===== src/rtl/multi_clock_generator.sv =====
// Multi-channel programmable clock divider: per-channel tick strobe and 50 % divided clock,
// plus a display-scan counter advanced by the tick of one selected channel.
module multi_clock_generator #(
    parameter int                        NUM_CH       = 3,
    parameter int                        DIV_W        = 27,
    parameter logic [NUM_CH*DIV_W-1:0]   DEFAULT_DIVS = {27'd500000, 27'd50000000, 27'd100000},
    parameter int                        SCAN_CH      = 0,
    parameter int                        CTL_W        = 2
) (
    input  logic              clk,
    input  logic              rst,
    input  logic              en,
    input  logic              clear,
    input  logic              div_wr,
    input  logic [2:0]        div_sel,
    input  logic [DIV_W-1:0]  div_data,
    output logic [NUM_CH-1:0] tick,
    output logic [NUM_CH-1:0] clk_out,
    output logic [CTL_W-1:0]  clk_ctl
);

    for (genvar g = 0; g < NUM_CH; g++) begin : g_ch
        logic [DIV_W-1:0] div_q;
        logic [DIV_W-1:0] cnt_q;
        logic             tick_q;
        logic             lvl_q;
        logic             wr_hit;

        // Selects beyond NUM_CH never match any channel, so such writes are dropped.
        assign wr_hit     = div_wr && (div_sel == 3'(g));
        assign tick[g]    = tick_q;
        assign clk_out[g] = lvl_q;

        always_ff @(posedge clk) begin
            if (rst) begin
                div_q  <= DEFAULT_DIVS[g*DIV_W +: DIV_W];
                cnt_q  <= '0;
                tick_q <= 1'b0;
                lvl_q  <= 1'b0;
            end else begin
                if (wr_hit) begin
                    div_q <= div_data;
                end
                if (clear) begin
                    cnt_q  <= '0;
                    tick_q <= 1'b0;
                    lvl_q  <= 1'b0;
                end else if (wr_hit) begin
                    // A write restarts the period and suppresses a coincident terminal tick.
                    cnt_q  <= '0;
                    tick_q <= 1'b0;
                end else if (!en) begin
                    tick_q <= 1'b0;
                end else if (cnt_q == div_q) begin
                    cnt_q  <= '0;
                    tick_q <= 1'b1;
                    lvl_q  <= ~lvl_q;
                end else begin
                    cnt_q  <= cnt_q + DIV_W'(1);
                    tick_q <= 1'b0;
                end
            end
        end
    end

    // Scan counter follows the registered strobe, so it steps one cycle after the tick.
    always_ff @(posedge clk) begin
        if (rst || clear) begin
            clk_ctl <= '0;
        end else if (en && tick[SCAN_CH]) begin
            clk_ctl <= clk_ctl + CTL_W'(1);
        end
    end

endmodule

===== config.mk =====
export PLATFORM = sky130hd
export DESIGN_NAME = multi_clock_generator
export DESIGN_NICKNAME = d
export VERILOG_FILES = /design/src/rtl/multi_clock_generator.sv
export SDC_FILE = /design/constraint.sdc
export NUM_CORES = 1
export LEC_CHECK = 0
export ABC_AREA = 1
export BUFFER_PORTS_ARGS = -buffer_cell sky130_fd_sc_hd__buf_2
export CELL_PAD_IN_SITES_DETAIL_PLACEMENT = 1
export CELL_PAD_IN_SITES_GLOBAL_PLACEMENT = 1
export CORE_MARGIN = 1
export CORE_UTILIZATION = 40
export DETAILED_ROUTE_END_ITERATION = 10
export PLACE_DENSITY_LB_ADDON = 0.1
export SLEW_MARGIN = 30
export SYNTH_ARGS = -nofsm -noshare
export SYNTH_HDL_FRONTEND = slang
export SYNTH_SLANG_ARGS = --single-unit

===== constraint.sdc =====
create_clock -name clk -period 1.8 [get_ports clk]
set_clock_uncertainty 0.15 [all_clocks]
set_input_delay 0.18 -clock clk [delete_from_list [all_inputs] [get_ports clk]]
set_output_delay 0.18 -clock clk [all_outputs]
set_load 0.01 [all_outputs]

==> impl_metrics.tcl <==
set metrics [dict create \
    clk_pin_slew_ns 0.07 \
    endpoint "g_ch[1].cnt_q[14]" \
    die_w_um 149 \
    synth_cells 1282 \
    placedCellCount 1732 \
    drt_iter0_markers 583 \
    intPower_mw 6.41 \
    drive_gt1_share_pct 34.5 \
    critPathLaunchType "register" \
    io_buffers 42 \
    hold_slack_ns 0.0708 \
    clock_latency_ns 0.44 \
    synth_top_family_by_area "simple AND/OR/NAND/NOR gates" \
    drc 0 \
    power_frac_seq_pct 44.8 \
    yosys_register_bits 170 \
    synth_area_per_cell_um2 6.78 \
    drt_first_pass_iters 5 \
    power_density_nw_per_um2 689 \
    finalHoldViolations 0 \
    finalSetupViolCount 82 \
    worstPathArrival_ns 2.17 \
    finalNetCount 1583 \
    synth_most_common_cell "nand2_1" \
    numCtsBuffers 17 \
    start_util_pct 41.1 \
    synth_top_area_share_pct 39.2 \
    clkPwrFrac_pct 45.7 \
    r2r-end "g_ch[1].cnt_q[14]" \
    place_area_um2 10400 \
    drv_slew 0 \
    n_fill_cell 2656 \
    period_minus_slack_ns 2.00 \
    grt_pass1_wl_mm 50.1 \
    synth_commonest_cells "nand2_1 (369), nor2_1 (222), dfxtp_1 (170)" \
    endpoint_kind "register" \
    ant_nets 0 \
    fp.dieH_um 149 \
    p_comb_share_pct 9.5 \
    design_area_um2 12500 \
    rsz0062_at_grt "true" \
    setup_ws_ns -0.201 \
    root_buffer "clkbuf_16" \
    rows 53 \
    synth_fa_ha_area_share_pct 0.432 \
    synth-simple-area-share_pct 33.6 \
    gp_congestion 0.898 \
    r2r_slack_ns -0.20 \
    synthFlopType "dfxtp_1" \
    syn2layout_area_growth_pct 44.2 \
    vdd_drop_max_uv 527 \
    cts_tree "done" \
    synth_compound_area_share_pct 7.63 \
    status "finished with violations" \
    antenna_found_initial 1 \
    wl_per_cell_um 19.6 \
    tns_ns -7.38 \
    r2r_start "g_ch[1].cnt_q[11]" \
    grt-ovfl-total 0 \
    cap_viol_max_count 0 \
    grt_max_degree 36 \
    ctsHtreeMaxLevel 4 \
    grt_usage_pct 29.7 \
    pin_count 43 \
    leakage_nw 5.29 \
    dieArea_um2 22300 \
    netlist_area_um2 8690 \
    seq_area_frac_synth_pct 39.2 \
    synth_mux_area_share_pct 0 \
    yosys_warnings 0 \
    hold_path.class "in2reg" \
    violations "setup timing" \
    routed-via-count 9478 \
    fmax_ghz 0.500 \
    synth_cell_types 34 \
    drt-total-wl_mm 35.9 \
    worstRegToRegCells 10 \
    synth_xor_area_share_pct 10.5 \
    switchingPower_mw 2.23 \
    fin_cells 1834 \
    worstPathRequired_ns 1.97 \
    grt_pass1_vias 9455 \
    synth.largest_area_cell "dfxtp_1" \
    tightest_slew_ns 0.472 \
    vias_per_cell 5.17 \
    place_hpwl_mm 23.7 \
    postSynth.asyncResetShare_pct 0 \
    startpoint "g_ch[1].cnt_q[11]" \
    clk_path_buf_depth 2 \
    worstSetupPathType "reg2reg" \
    cts_sinks 170 \
    synth_edf_count 0 \
    ys_top_cells_by_area "dfxtp_1 (39%), nand2_1 (16%), nor2_1 (9.6%), inv_1 (5.7%), xnor2_1 (5.4%)" \
    layout_worst_path_cycle_share_pct 111 \
    cp_max_fo 8 \
    coreArea_um2 21200 \
    syn_nets 1320 \
    slew_headroom_pct 68.2 \
    swShare_pct 25.8 \
]
[metrics by stage]
| stage | util, % | power [mW] | setup slack (ns) |
|---|---|---|---|
| after floorplan | - | 4.28 | 0.0977 |
| after global placement | 49.4 | 4.58 | -0.0644 |
| after detailed placement | 49.4 | 4.60 | -0.143 |
| after CTS | 55.8 | 8.59 | -0.0644 |
| after global routing | 59.2 | 8.87 | -0.234 |
| final | 59.3 | 8.64 | -0.201 |
[final cells by class]
type                       count  area [µm²]  area share [%]
tap                          275         344            2.75
timing repair buffer         284        2320            18.5
sequential                   170        3520            28.0
clock inverter                13         168            1.34
inverter                     138         518            4.13
multi-input combinational    934        5230            41.7
clock buffer                  19         443            3.53
antenna                        1        2.50          0.0200
[cells in the final DEF (no fill, tap or decap), types with 10 or more instances in the layout]
| master | count |
|---|---|
| clkbuf_16 | 18 |
| nor3_1 | 11 |
| xnor2_2 | 22 |
| inv_2 | 26 |
| buf_2 | 42 |
| inv_1 | 111 |
| buf_12 | 11 |
| nand2_2 | 39 |
| nand3_2 | 10 |
| nor2_2 | 50 |
| xnor2_1 | 30 |
| dfxtp_2 | 45 |
| nor2_4 | 14 |
| xor2_1 | 46 |
| nand3_1 | 51 |
| buf_4 | 193 |
| dlygate4sd3_1 | 28 |
| dfxtp_1 | 110 |
| a21oi_1 | 44 |
| nand2_1 | 328 |
| o21ai_0 | 56 |
| nor2_1 | 167 |
| dfxtp_4 | 15 |
| nand4_1 | 15 |
[sequential cells by signal (all words and copies together), names as in the netlist]
name,count
g_ch.div_q,81
clk_ctl,2
g_ch.tick_q,3
g_ch.lvl_q,3
g_ch.cnt_q,81
[per-layer routing]
metal  GRT usage, %  part of all wire [%]
met4           9.64                   2.7
met2           52.0                    51
met3           4.27                   5.0
met1           37.1                    41
met5              0                     0
[kinds of logic (layout without fill, tap and decap cells)]
logic type / after synthesis / in the layout
flip-flops: 170 / 170
AND/OR/NAND/NOR: 709 / 709
XOR/XNOR: 103 / 103
adder cells (fa/ha/maj): 3 / 3
other: 0 / 1
AO/OA/AOI/OAI: 119 / 119
buffers and inverters: 178 / 454
[power groups by stage]
stage	registers (mW)	logic, mW	clock network, mW
4_1_cts	3.88	0.751	3.96
6_report	3.87	0.821	3.94
2_1_floorplan	3.95	0.330	0
3_3_place_gp	3.96	0.625	0
5_1_grt	3.88	0.874	4.12
3_5_place_dp	3.96	0.641	0
[critical path, stage by stage, from the launching register on]
cell,delay (ns)
dfxtp_2,0.35
xnor2_1,0.27
nand2_1,0.12
nor2_2,0.18
nand2_2,0.09
nor2_4,0.12
nand2_2,0.10
o21ai_4,0.18
buf_12,0.15
buf_12,0.12
nor2_1,0.05
[how the worst min path moves through the flow]
stage                    start                end  slack (ns)  cells past startpoint
global placement    clk_ctl[1]         clk_ctl[1]        0.30                      2
floorplan                  rst  g_ch[0].div_q[22]         0.1                      1
finish                   clear      g_ch[0].lvl_q        0.07                      5
CTS                      clear      g_ch[0].lvl_q        0.05                      5
detailed placement  clk_ctl[1]         clk_ctl[1]        0.31                      2
global route                en   g_ch[1].cnt_q[0]        0.10                      4
[timing repair]
action,CTS,global route
cloned,3,1
hold buffers,28,0
setup buffers,15,25
endpoints found under the hold margin,65,0
gates resized for setup,88,188
pin swaps,21,82
setup endpoints to repair,81,85
Power figures use the tool's default switching activity.
